<file path="config.mk">
export PLATFORM = sky130hd
export DESIGN_NAME = vegeta_weight_loader_flat
export DESIGN_NICKNAME = d
export VERILOG_FILES = /design/src/rtl/vegeta_pkg.sv /design/src/rtl/vegeta_weight_loader_if.sv /design/src/rtl/vegeta_wbuf_tracker.sv /design/src/rtl/vegeta_weight_loader.sv /design/src/flat_wrapper.sv
export SDC_FILE = /design/constraint.sdc
export NUM_CORES = 1
export LEC_CHECK = 0
export ABC_AREA = 1
export CORE_ASPECT_RATIO = 1.1
export CORE_MARGIN = 2
export CORE_UTILIZATION = 24
export DETAILED_ROUTE_END_ITERATION = 10
export DONT_BUFFER_PORTS = 1
export PLACE_DENSITY = 0.37
export SLEW_MARGIN = 20
export SYNTH_ARGS = -nofsm -noshare
export SYNTH_HDL_FRONTEND = slang
export SYNTH_SLANG_ARGS = --single-unit
export TNS_END_PERCENT = 10
</file>
<file path="constraint.sdc">
create_clock -name clk -period 3.41 [get_ports clk]
set_input_delay 0.682 -clock clk [delete_from_list [all_inputs] [get_ports clk]]
set_output_delay 0.682 -clock clk [all_outputs]
set_load 0.05 [all_outputs]
</file>
<file path="src/rtl/vegeta_pkg.sv">
// Shared definitions for the vegeta PU weight path.
//   - default geometry of a PU row (lanes, value/metadata widths, chain depth)
//   - W: width of one compressed weight lane (value + sparsity metadata)
//   - loader FSM state constants
//   - vegeta_clog2: counter-width helper shared with the PU
package vegeta_pkg;

   localparam int BETA_DEF           = 4;
   localparam int MUL_DATAWIDTH_DEF  = 8;
   localparam int META_DATA_SIZE_DEF = 2;
   localparam int NUM_ROWS_DEF       = 16;

   localparam int W = MUL_DATAWIDTH_DEF + META_DATA_SIZE_DEF;

   typedef logic [0:0] ld_state_t;
   localparam ld_state_t IDLE = 1'b0;
   localparam ld_state_t LOAD = 1'b1;

   // Bits needed to count 0..value-1; never less than 1 so a
   // single-row chain still gets a legal counter.
   function automatic int vegeta_clog2(input int value);
      int r;
      r = 1;
      for (int i = 1; i < 31; i++) begin
         if ((1 << i) < value) r = i + 1;
      end
      return r;
   endfunction

endpackage

</file>
<file path="src/rtl/vegeta_weight_loader_if.sv">
// Weight-row stream from the weight buffer into the loader.
//   s_data  : one compressed weight row, lane i at [i*W +: W]
//   s_valid : s_data valid
//   s_ready : loader accepts s_data this cycle
// master = weight buffer side, slave = loader side.
interface vegeta_weight_loader_if
   import vegeta_pkg::*;
#(
   parameter int DW = BETA_DEF * W
);
   logic [DW-1:0] s_data;
   logic          s_valid;
   logic          s_ready;

   modport master (output s_data, output s_valid, input s_ready);
   modport slave  (input s_data, input s_valid, output s_ready);
endinterface

</file>
<file path="src/rtl/vegeta_wbuf_tracker.sv">
// Double-buffer bookkeeping for the PU weight buffers.
//   clk, rst_n     : clock, async active-low reset
//   fsm_idle       : loader is idle (may accept a new tile)
//   tile_commit    : last beat of a tile this cycle; the buffer at wr_ptr becomes full
//   buf_release    : compute finished with compute_buf (pulse)
//   start_ready    : idle and the write target buffer is free
//   wr_ptr         : buffer currently being (or next to be) loaded
//   compute_buf    : buffer compute must read (rd_ptr)
//   compute_valid  : compute_buf holds a complete tile
module vegeta_wbuf_tracker (
   input  logic clk,
   input  logic rst_n,
   input  logic fsm_idle,
   input  logic tile_commit,
   input  logic buf_release,
   output logic start_ready,
   output logic wr_ptr,
   output logic compute_buf,
   output logic compute_valid
);

   logic       wr_ptr_q, wr_ptr_d;
   logic       rd_ptr_q, rd_ptr_d;
   logic [1:0] buf_full_q, buf_full_d;

   // A commit always targets a buffer that was free at start, and a release
   // only acts on a full buffer, so the two never hit the same entry.
   always_comb begin
      wr_ptr_d   = wr_ptr_q;
      rd_ptr_d   = rd_ptr_q;
      buf_full_d = buf_full_q;
      if (tile_commit) begin
         buf_full_d[wr_ptr_q] = 1'b1;
         wr_ptr_d             = ~wr_ptr_q;
      end
      if (buf_release && buf_full_q[rd_ptr_q]) begin
         buf_full_d[rd_ptr_q] = 1'b0;
         rd_ptr_d             = ~rd_ptr_q;
      end
   end

   always_ff @(posedge clk or negedge rst_n) begin
      if (!rst_n) begin
         wr_ptr_q   <= 1'b0;
         rd_ptr_q   <= 1'b0;
         buf_full_q <= 2'b00;
      end else begin
         wr_ptr_q   <= wr_ptr_d;
         rd_ptr_q   <= rd_ptr_d;
         buf_full_q <= buf_full_d;
      end
   end

   assign start_ready   = fsm_idle && !buf_full_q[wr_ptr_q];
   assign wr_ptr        = wr_ptr_q;
   assign compute_buf   = rd_ptr_q;
   assign compute_valid = buf_full_q[rd_ptr_q];

endmodule

</file>
<file path="src/rtl/vegeta_weight_loader.sv">
// Transmit side of the PU weight chain. Streams NUM_ROWS weight rows per
// tile from the weight buffer into the shadow buffer of a column of chained
// vegeta_pu rows, and tracks which of the two weight buffers holds a tile.
//   clk, rst_n              : clock, async active-low reset
//   start / start_ready     : tile load request / loader can take one
//   s_if (slave)            : weight-row stream (s_data, s_valid, s_ready)
//   weight_out              : to first PU weight_in (registered)
//   weight_transferring_out : chain shifts when high (registered)
//   wb_out                  : buffer being loaded, aligned with weight_out
//   compute_buf/_valid      : buffer compute reads / it holds a full tile
//   buf_release             : compute done with compute_buf (pulse)
//   tile_done               : pulse with the last row of a tile on weight_out
//   busy                    : tile load in progress
//
// state | meaning
// IDLE  | waiting for start with a free target buffer
// LOAD  | accepting rows; leaves after NUM_ROWS beats
module vegeta_weight_loader
   import vegeta_pkg::*;
#(
   parameter int BETA           = BETA_DEF,
   parameter int MUL_DATAWIDTH  = MUL_DATAWIDTH_DEF,
   parameter int META_DATA_SIZE = META_DATA_SIZE_DEF,
   parameter int NUM_ROWS       = NUM_ROWS_DEF
) (
   input  logic                   clk,
   input  logic                   rst_n,
   input  logic                   start,
   output logic                   start_ready,
   vegeta_weight_loader_if.slave  s_if,
   output logic [BETA*(MUL_DATAWIDTH+META_DATA_SIZE)-1:0] weight_out,
   output logic                   weight_transferring_out,
   output logic                   wb_out,
   output logic                   compute_buf,
   output logic                   compute_valid,
   input  logic                   buf_release,
   output logic                   tile_done,
   output logic                   busy
);

   localparam int DW    = BETA * (MUL_DATAWIDTH + META_DATA_SIZE);
   localparam int CNT_W = vegeta_clog2(NUM_ROWS);
   localparam logic [CNT_W-1:0] LAST_ROW = CNT_W'(NUM_ROWS - 1);

   ld_state_t        state_q, state_d;
   logic [CNT_W-1:0] row_cnt_q, row_cnt_d;
   logic [DW-1:0]    weight_q, weight_d;
   logic             xfer_q, xfer_d;
   logic             wb_q, wb_d;
   logic             done_q, done_d;

   logic beat;
   logic last_beat;
   logic wr_ptr;

   assign beat      = s_if.s_valid && (state_q == LOAD);
   assign last_beat = beat && (row_cnt_q == LAST_ROW);

   vegeta_wbuf_tracker u_wbuf_tracker (
      .clk           (clk),
      .rst_n         (rst_n),
      .fsm_idle      (state_q == IDLE),
      .tile_commit   (last_beat),
      .buf_release   (buf_release),
      .start_ready   (start_ready),
      .wr_ptr        (wr_ptr),
      .compute_buf   (compute_buf),
      .compute_valid (compute_valid)
   );

   always_comb begin
      state_d   = state_q;
      row_cnt_d = row_cnt_q;
      case (state_q)
         IDLE: begin
            if (start && start_ready) begin
               state_d   = LOAD;
               row_cnt_d = '0;
            end
         end
         default: begin
            if (last_beat) begin
               state_d   = IDLE;
               row_cnt_d = '0;
            end else if (beat) begin
               row_cnt_d = row_cnt_q + 1'b1;
            end
         end
      endcase
   end

   // Output stage: on a bubble the chain holds, so data and buffer select
   // keep their last value and only the transfer strobe drops.
   always_comb begin
      weight_d = beat ? s_if.s_data : weight_q;
      wb_d     = beat ? wr_ptr : wb_q;
      xfer_d   = beat;
      done_d   = last_beat;
   end

   always_ff @(posedge clk or negedge rst_n) begin
      if (!rst_n) begin
         state_q   <= IDLE;
         row_cnt_q <= '0;
         weight_q  <= '0;
         xfer_q    <= 1'b0;
         wb_q      <= 1'b0;
         done_q    <= 1'b0;
      end else begin
         state_q   <= state_d;
         row_cnt_q <= row_cnt_d;
         weight_q  <= weight_d;
         xfer_q    <= xfer_d;
         wb_q      <= wb_d;
         done_q    <= done_d;
      end
   end

   assign s_if.s_ready            = (state_q == LOAD);
   assign busy                    = (state_q == LOAD);
   assign weight_out              = weight_q;
   assign weight_transferring_out = xfer_q;
   assign wb_out                  = wb_q;
   assign tile_done               = done_q;

endmodule
</file>
<file path="src/flat_wrapper.sv">
// flat-port wrapper written by rule: the top's interface ports become plain ports
module vegeta_weight_loader_flat import vegeta_pkg::*;
#(
   parameter int BETA           = BETA_DEF,
   parameter int MUL_DATAWIDTH  = MUL_DATAWIDTH_DEF,
   parameter int META_DATA_SIZE = META_DATA_SIZE_DEF,
   parameter int NUM_ROWS       = NUM_ROWS_DEF
)
  (clk, rst_n, start, start_ready, weight_out, weight_transferring_out, wb_out, compute_buf, compute_valid, buf_release, tile_done, busy, s_if_s_data, s_if_s_valid, s_if_s_ready);
  vegeta_weight_loader_if s_if_i ();
  input  logic clk;
  input  logic rst_n;
  input  logic start;
  output logic start_ready;
  output logic [BETA*(MUL_DATAWIDTH+META_DATA_SIZE)-1:0] weight_out;
  output logic weight_transferring_out;
  output logic wb_out;
  output logic compute_buf;
  output logic compute_valid;
  input  logic buf_release;
  output logic tile_done;
  output logic busy;
  input wire logic [$bits(s_if_i.s_data)-1:0] s_if_s_data;
  input wire logic [$bits(s_if_i.s_valid)-1:0] s_if_s_valid;
  output wire logic [$bits(s_if_i.s_ready)-1:0] s_if_s_ready;
  assign s_if_i.s_data = s_if_s_data;
  assign s_if_i.s_valid = s_if_s_valid;
  assign s_if_s_ready = s_if_i.s_ready;
  vegeta_weight_loader #(.BETA(BETA), .MUL_DATAWIDTH(MUL_DATAWIDTH), .META_DATA_SIZE(META_DATA_SIZE), .NUM_ROWS(NUM_ROWS)) u_core (.clk(clk), .rst_n(rst_n), .start(start), .start_ready(start_ready), .s_if(s_if_i), .weight_out(weight_out), .weight_transferring_out(weight_transferring_out), .wb_out(wb_out), .compute_buf(compute_buf), .compute_valid(compute_valid), .buf_release(buf_release), .tile_done(tile_done), .busy(busy));
endmodule
</file>
==> results.toml, run 1 <==
[status]
status = "finished, final reports clean"

[global_routing]
grt_first_pass_wirelength_um = 7720
track_usage_pct = 10.4
antenna_found_initial = 0
met2_usage_pct = 18.1
grt_overflow = 0
gr-usage-met1_pct = 11.7
grt_pass1_vias = 1520
top_usage_layer = "met2"
grt_max_degree = 53
global_route.usage.met3_pct = 3.91

[finish]
final_cells = 348
mostFrequentLayoutCells = "nand2_1 (142), dfrtp_1 (52), inv_1 (7), nor2_1 (7)"
fillers = 921
utilization_pct = 26.9
final_common_cell = "nand2_1"
drive_above_1_share_pct = 6.33
syn_to_final_growth_pct = 7.65
antenna_cells = 0
finish.net_count = 282

[clock_network]
cts_inserted_buffers = 5
clock_sinks = 52
clk_pin_slew_ns = 0.10
cts_resized = 0
postCtsSetupRepairBufs = 0
cts_buffer_depth = 2
cts-htree-levels = 2
cts_root_buf = "clkbuf_8"
cts_tree = "built"
ctsHoldBuffers = 0
clock_latency_ns = 0.30

[die]
die_w_um = 93.4
die_area_mm2 = 0.00956
num_rows = 35
core_mm2 = 0.00845
io_pins = 93
floorplan.initialDensity_pct = 25.0
die_h_um = 102

[critical_path]
crit_type = "register to primary output"
start_kind = "register"
cp_data_required_time_ns = 2.73
crit_buf_inv = 2
critPathSlowestCell = "dfrtp_1"
cpMostUsedCell = "buf_4"
slowest_delay_ns = 0.71
cp_cell_sequence = "buf_4 -> nor2_1 -> buf_4"
worstPathMaxFanout = 4
worstSetupStartpoint = "u_core.busy"
rr_startpoint = "u_core.busy"
arrival_ns = 1.60
cp-end-kind = "primary output"
critPathTopFamily = "flip-flops"

[timing]
setup_viol = 0
finalCritPeriodShare_pct = 66.9
rsz0062_at_grt = "no"
max_clock_freq_mhz = 438
min_period_ns = 2.28
slew_headroom_pct = 54.0
worst_pin_slew_ns = 0.689
tns_ns = 0
drv_slew = 0
fin_ws_ns = 1.13
hold_viol = 0
fin_skew_ns = 0.00518

[synthesis]
avgSynthCellArea_um2 = 8.90
synth_cells = 237
yosysWarnings = 0
yosysSeqAreaShare_pct = 61.7
synthesis.area_mm2 = 0.00211
synth_fp_nets = 283
ys_types = 21
synth_seq_cells = 52

[route]
first_pass_iters = 4
wire_per_inst_um = 13.8
drt-total-wl_um = 4790
ant_nets = 0
num_vias = 1444
drt-initial-drc-count = 52
viasPerCell = 4.15
drc = 0

[flow_run]
maxCapViolCount = 0

[placed_design]
hpwl_um = 3190
pre_cts_ws_ns = 1.15
gp_congestion = 0.673
dp_cells = 340
io_buffers = 0

[power]
leakagePower_nw = 1.20
p_per_area_mw_per_mm2 = 897
vdd_drop_max_mv = 0.218

[min_path]
hp-class = "input pin to async pin"
-- power breakdown --
group / internal [mW] / switching [mW] / total, mW
clock: 0.163 / 0.204 / 0.367
sequential: 0.761 / 0.562 / 1.32
combinational: 0.120 / 0.228 / 0.348
-- registers in the layout (all words and copies together), names as in the netlist --
register                           cells
u_core.u_wbuf_tracker.wr_ptr           1
u_core.u_wbuf_tracker.buf_full_q       2
u_core.weight_out                     40
u_core.wb_out                          1
u_core.row_cnt_q                       4
u_core.busy                            1
u_core.weight_transferring_out         1
u_core.u_wbuf_tracker.compute_buf      1
u_core.tile_done                       1
-- final timing paths --
kind,slack (ns),cells past startpoint,end
min reg2reg,0.55,2,u_core.u_wbuf_tracker.buf_full_q[1]
min,0.06,0,u_core.weight_out[33]
min in group clk,0.48,2,u_core.weight_out[29]
max reg2reg,1.26,4,u_core.weight_out[22]
max in group asynchronous,3.26,0,u_core.weight_out[17]
max,1.13,3,start_ready
-- cell usage after synthesis --
master      n  share of area, %
nor2_2      1              0.30
xnor2_1     1              0.42
o22ai_1     1              0.30
a21oi_2     1              0.42
nor2_1      7               1.2
a21oi_1     1              0.24
nand4_1     1              0.30
nand2_1   142                25
ha_1        1              0.59
o21ai_0     2              0.47
buf_6       2               1.1
nand3_1     6               1.4
dfrtp_1    52                62
inv_2       1              0.18
buf_8       1              0.71
nand4_4     1               1.0
buf_2       2              0.47
inv_1       7               1.2
nand2_4     1              0.53
o21bai_1    1              0.36
buf_4       5               1.8
-- logic make-up (layout without fill, tap and decap cells) --
logic type	after synthesis	in the layout	share of synthesized area, %
compound gates	6	6	1.78
xor+xnor	1	1	0.415
fa+ha+maj	1	1	0.593
buf+inv	18	18	5.46
flops	52	52	61.7
simple gates	159	159	30.1
-- metal layers --
layer	vias up	routed length (um)
li1	717	-
met1	679	1870
met2	43	2520
met3	5	319
met4	0	83
met5	-	0
-- cell type report --
cell class | instances | area, um2 | share of cell area (%)
timing repair buffer | 2 | 15.0 | 0.661
multi-input combinational | 167 | 693 | 30.5
clock buffer | 6 | 82.6 | 3.64
sequential | 52 | 1300 | 57.3
inverter | 8 | 30.0 | 1.32
tap | 111 | 139 | 6.12
clock inverter | 2 | 10.0 | 0.441
-- through the flow --
stage	power, mW	hold slack (ns)	cell area [um2]
6_report	2.04	0.0621	2270
3_3_place_gp	1.69	0.387	2180
3_5_place_dp	1.70	0.387	2180
5_1_grt	2.18	0.0270	2270
4_1_cts	2.08	0.0460	2270
2_1_floorplan	1.62	0.386	2110
Note: power is estimated with default switching activity, not from simulation.
==> inputs of run 2 (changes only) <==
==> constraint.sdc (replaced) <==
create_clock -name clk -period 2.31 [get_ports clk]
set_input_delay 0.462 -clock clk [delete_from_list [all_inputs] [get_ports clk]]
set_output_delay 0.462 -clock clk [all_outputs]
set_load 0.05 [all_outputs]
==> results.toml, run 2 (same netlist as run 1, synthesis figures left out) <==
[status]
status = "finished, final reports clean"

[finish]
antenna_cells = 0
drive_above_1_share_pct = 7.88
final_common_cell = "nand2_1"
mostFrequentLayoutCells = "nand2_1 (142), dfrtp_1 (52), inv_1 (7), nor2_1 (7)"
largest_register_ffs = 40
finish.net_count = 286
syn_to_final_growth_pct = 10.0

[route]
drc = 0
first_pass_iters = 4
num_vias = 1461
drt-initial-drc-count = 58
ant_nets = 0
drt-total-wl_um = 4840
wire_per_inst_um = 13.8
viasPerCell = 4.15

[power]
leakagePower_nw = 1.23
power_frac_comb_pct = 19.4
p_int_mw = 1.56
sw_frac_of_total_pct = 48.9
seqPwrFrac_pct = 62.8
p_clk_share_pct = 17.8
p_per_area_mw_per_mm2 = 1320
switching_power_mw = 1.50
vdd_drop_max_mv = 0.357

[die]
io_pins = 93
die_w_um = 93.4
core_mm2 = 0.00845
die_h_um = 102
num_rows = 35
die_area_mm2 = 0.00956
floorplan.initialDensity_pct = 25.0

[timing]
fin_skew_ns = 0.00479
hold_viol = 0
finalCritPeriodShare_pct = 79.7
tns_ns = 0
fin_ws_ns = 0.469
rsz0062_at_grt = "no"
worst_pin_slew_ns = 0.683
setup_viol = 0
drv_slew = 0
holdWs_ns = 0.0115
slew_headroom_pct = 54.4
max_clock_freq_mhz = 543
min_period_ns = 1.84

[placed_design]
io_buffers = 0
gp_congestion = 0.748
pre_cts_ws_ns = 0.670
hpwl_um = 3200

[global_routing]
grt_pass1_vias = 1515
grt_first_pass_wirelength_um = 7820
track_usage_pct = 10.6
grt_overflow = 0
grt_max_degree = 53
antenna_found_initial = 0

[min_path]
hp-class = "input pin to async pin"

[critical_path]
arrival_ns = 1.38
start_kind = "register"
r2r_slack_ns = 0.78
cp-end-kind = "primary output"
worstPathMaxFanout = 3
cp_data_required_time_ns = 1.85
crit_type = "register to primary output"

[clock_network]
postCtsSetupRepairBufs = 0
cts_buffer_depth = 2
cts_resized = 0
cts-htree-levels = 2
clock_latency_ns = 0.30
clk_pin_slew_ns = 0.09
cts_root_buf = "clkbuf_8"
cts_tree = "built"
cts_inserted_buffers = 5
clock_sinks = 52

[flow_run]
maxCapViolCount = 0
run 2: cell types whose count changed in the layout (fill, tap and decap cells not counted):
cell,before,now
buf_16,0,1
buf_4,2,5
run 2: path summary, 6_finish.rpt:
kind,startpoint,endpoint,cells past startpoint
max,u_core.u_wbuf_tracker.compute_buf,compute_valid,4
min,rst_n,u_core.weight_out[16],1
max reg2reg,u_core.busy,u_core.weight_out[7],4
min reg2reg,u_core.u_wbuf_tracker.buf_full_q[1],u_core.u_wbuf_tracker.buf_full_q[1],2
max in group asynchronous,rst_n,u_core.weight_out[37],1
min in group clk,s_if_s_data[20],u_core.weight_out[20],2
run 2: cell type report:
cell class              count  area (um2)
fillers                   933        6130
flip-flops and latches     52        1300
multi-input cells         167         693
well taps                 111         139
clock buffers               6        82.6
repair buffers              6        65.1
inverters                   8        30.0
clock inverters             2        10.0
run 2: per-layer routing:
metal	vias up	part of all wire, %	global-route usage, %
li1	722	-	-
met1	691	41	11.8
met2	43	51	18.6
met3	5	6.3	3.54
met4	0	1.8	4.41
met5	-	0	0
run 2: power groups by stage:
stage               registers (mW)  logic (mW)  clock network (mW)
floorplan                     1.92       0.474                   0
global placement              1.95       0.580                   0
detailed placement            1.94       0.587                   0
CTS                           1.92       0.611               0.589
global route                  1.95       0.704               0.622
finish                        1.92       0.594               0.543
run 2: timing repair:
item | in CTS | in global routing
endpoints found under the setup margin | 0 | 0
hold buffers | 1 | 0
hold endpoints to repair | 52 | 0
run 2: worst max-delay path, cell delays in order (launching register included):
cell	delay, ns
dfrtp_1	0.37
buf_4	0.19
inv_1	0.08
nand2_1	0.08
nand2_1	0.36
run 2: per-stage QoR:
step | total power [mW] | cell area, um2 | std cells | util (%)
after CTS | 3.12 | 2320 | 352 | 27.5
after global routing | 3.27 | 2320 | 352 | 27.5
after detailed placement | 2.53 | 2200 | 343 | 26.0
final | 3.06 | 2320 | 352 | 27.5
after floorplan | 2.39 | 2110 | 237 | -
after global placement | 2.53 | 2200 | 343 | 26.0
==> inputs of run 3 (changes only) <==
==> constraint.sdc (replaced) <==
create_clock -name clk -period 1.9 [get_ports clk]
set_input_delay 0.38 -clock clk [delete_from_list [all_inputs] [get_ports clk]]
set_output_delay 0.38 -clock clk [all_outputs]
set_load 0.05 [all_outputs]
==> results.toml, run 3 (same netlist as run 1, synthesis figures left out) <==
[global_routing]
grt_max_degree = 53
antenna_found_initial = 0
grt_first_pass_wirelength_um = 8100
grt_pass1_vias = 1639
grt_overflow = 0
track_usage_pct = 10.8

[placed_design]
gp_congestion = 0.733
dp_cells = 344
placed_area_mm2 = 0.00221
io_buffers = 0
pre_cts_ws_ns = 0.560
hpwl_um = 3240

[power]
p_clk_share_pct = 16.4
sw_frac_of_total_pct = 49.1
switching_power_mw = 1.80
p_per_area_mw_per_mm2 = 1580
vdd_drop_max_mv = 0.454
power_mw = 3.66
power_frac_comb_pct = 20.0
p_int_mw = 1.86
seqPwrFrac_pct = 63.6
leakagePower_nw = 1.23

[die]
die_area_mm2 = 0.00956
die_h_um = 102
core_mm2 = 0.00845
num_rows = 35
floorplan.initialDensity_pct = 25.0
io_pins = 93
die_w_um = 93.4

[finish]
antenna_cells = 0
finish.net_count = 288
final_common_cell = "nand2_1"
drive_above_1_share_pct = 7.44
final_cells = 353
design_area_mm2 = 0.00232
largest_register_ffs = 40
utilization_pct = 27.5
fillers = 905
syn_to_final_growth_pct = 10.1
mostFrequentLayoutCells = "nand2_1 (142), dfrtp_1 (52), inv_1 (7), nor2_1 (7)"

[clock_network]
cts-htree-levels = 2
postCtsSetupRepairBufs = 0
clock_latency_ns = 0.29
cts_inserted_buffers = 5
cts_root_buf = "clkbuf_8"
cts_tree = "built"
clk_pin_slew_ns = 0.09
clock_sinks = 52
cts_buffer_depth = 2

[route]
num_vias = 1446
drt-initial-drc-count = 39
viasPerCell = 4.10
first_pass_iters = 3
ant_nets = 0
drc = 0
drt-total-wl_um = 4840
wire_per_inst_um = 13.7

[critical_path]
worstReg2RegEnd = "u_core.weight_out[7]"
r2r_cells = 4
rr_startpoint = "u_core.busy"
cp_data_required_time_ns = 1.52
crit_type = "register to primary output"
worstPathMaxFanout = 4
start_kind = "register"
cp-end-kind = "primary output"
r2r_slack_ns = 0.60
arrival_ns = 1.27

[min_path]
worst_hold_path.num_cells = 2
hp-class = "input pin to register"
whs_endpoint = "u_core.weight_out[15]"
hold_start = "s_if_s_data[15]"

[timing]
hold_viol = 0
finalCritPeriodShare_pct = 86.7
rsz0062_at_grt = "no"
tns_ns = 0
max_clock_freq_mhz = 607
min_period_ns = 1.65
fin_skew_ns = 0.00356
holdWs_ns = 0.187
drv_slew = 0
fin_ws_ns = 0.254
worst_pin_slew_ns = 0.704
setup_viol = 0
slew_headroom_pct = 53.0

[status]
status = "finished, final reports clean"

[flow_run]
maxCapViolCount = 0
-- run 3: final cells by class --
class                   instances  area [um2]  area share (%)
multi-input cells             167         693            29.8
flip-flops and latches         52        1300            56.0
clock inverters                 1        5.00           0.215
inverters                       8        30.0            1.29
repair buffers                  8        82.6            3.55
clock buffers                   6        72.6            3.12
well taps                     111         139            5.98
-- run 3: routing by layer --
layer / track usage [%] / wire length, um
met1: 12.6 / 2000
met2: 18.9 / 2540
met3: 3.24 / 215
met4: 4.07 / 87
met5: 0 / 0
-- run 3: what timing repair did --
item	CTS	global route
resized for setup	0	0
hold buffers	2	0
hold endpoints to repair	52	0
-- run 3: power groups by stage --
stage	combinational, mW	sequential [mW]	clock [mW]
after global placement	0.716	2.36	0
final	0.732	2.33	0.601
after CTS	0.755	2.34	0.645
after detailed placement	0.721	2.36	0
after floorplan	0.576	2.33	0
after global routing	0.882	2.37	0.691
-- run 3: critical path, cell delays in order (launching register included) --
cell and delay, ns:
dfrtp_1 0.40, inv_1 0.08, nand2_1 0.14, nand2_1 0.07, nor2_1 0.09, buf_4 0.20
-- run 3: how the worst max path moves through the flow --
stage,startpoint,end,slack [ns]
6_report,u_core.u_wbuf_tracker.wr_ptr,start_ready,0.25
5_1_grt,u_core.u_wbuf_tracker.wr_ptr,start_ready,0.16
4_1_cts,u_core.u_wbuf_tracker.wr_ptr,start_ready,0.23
3_5_place_dp,u_core.busy,u_core.weight_out[7],0.56
3_3_place_gp,u_core.u_wbuf_tracker.wr_ptr,start_ready,0.57
2_1_floorplan,u_core.busy,start_ready,0.16
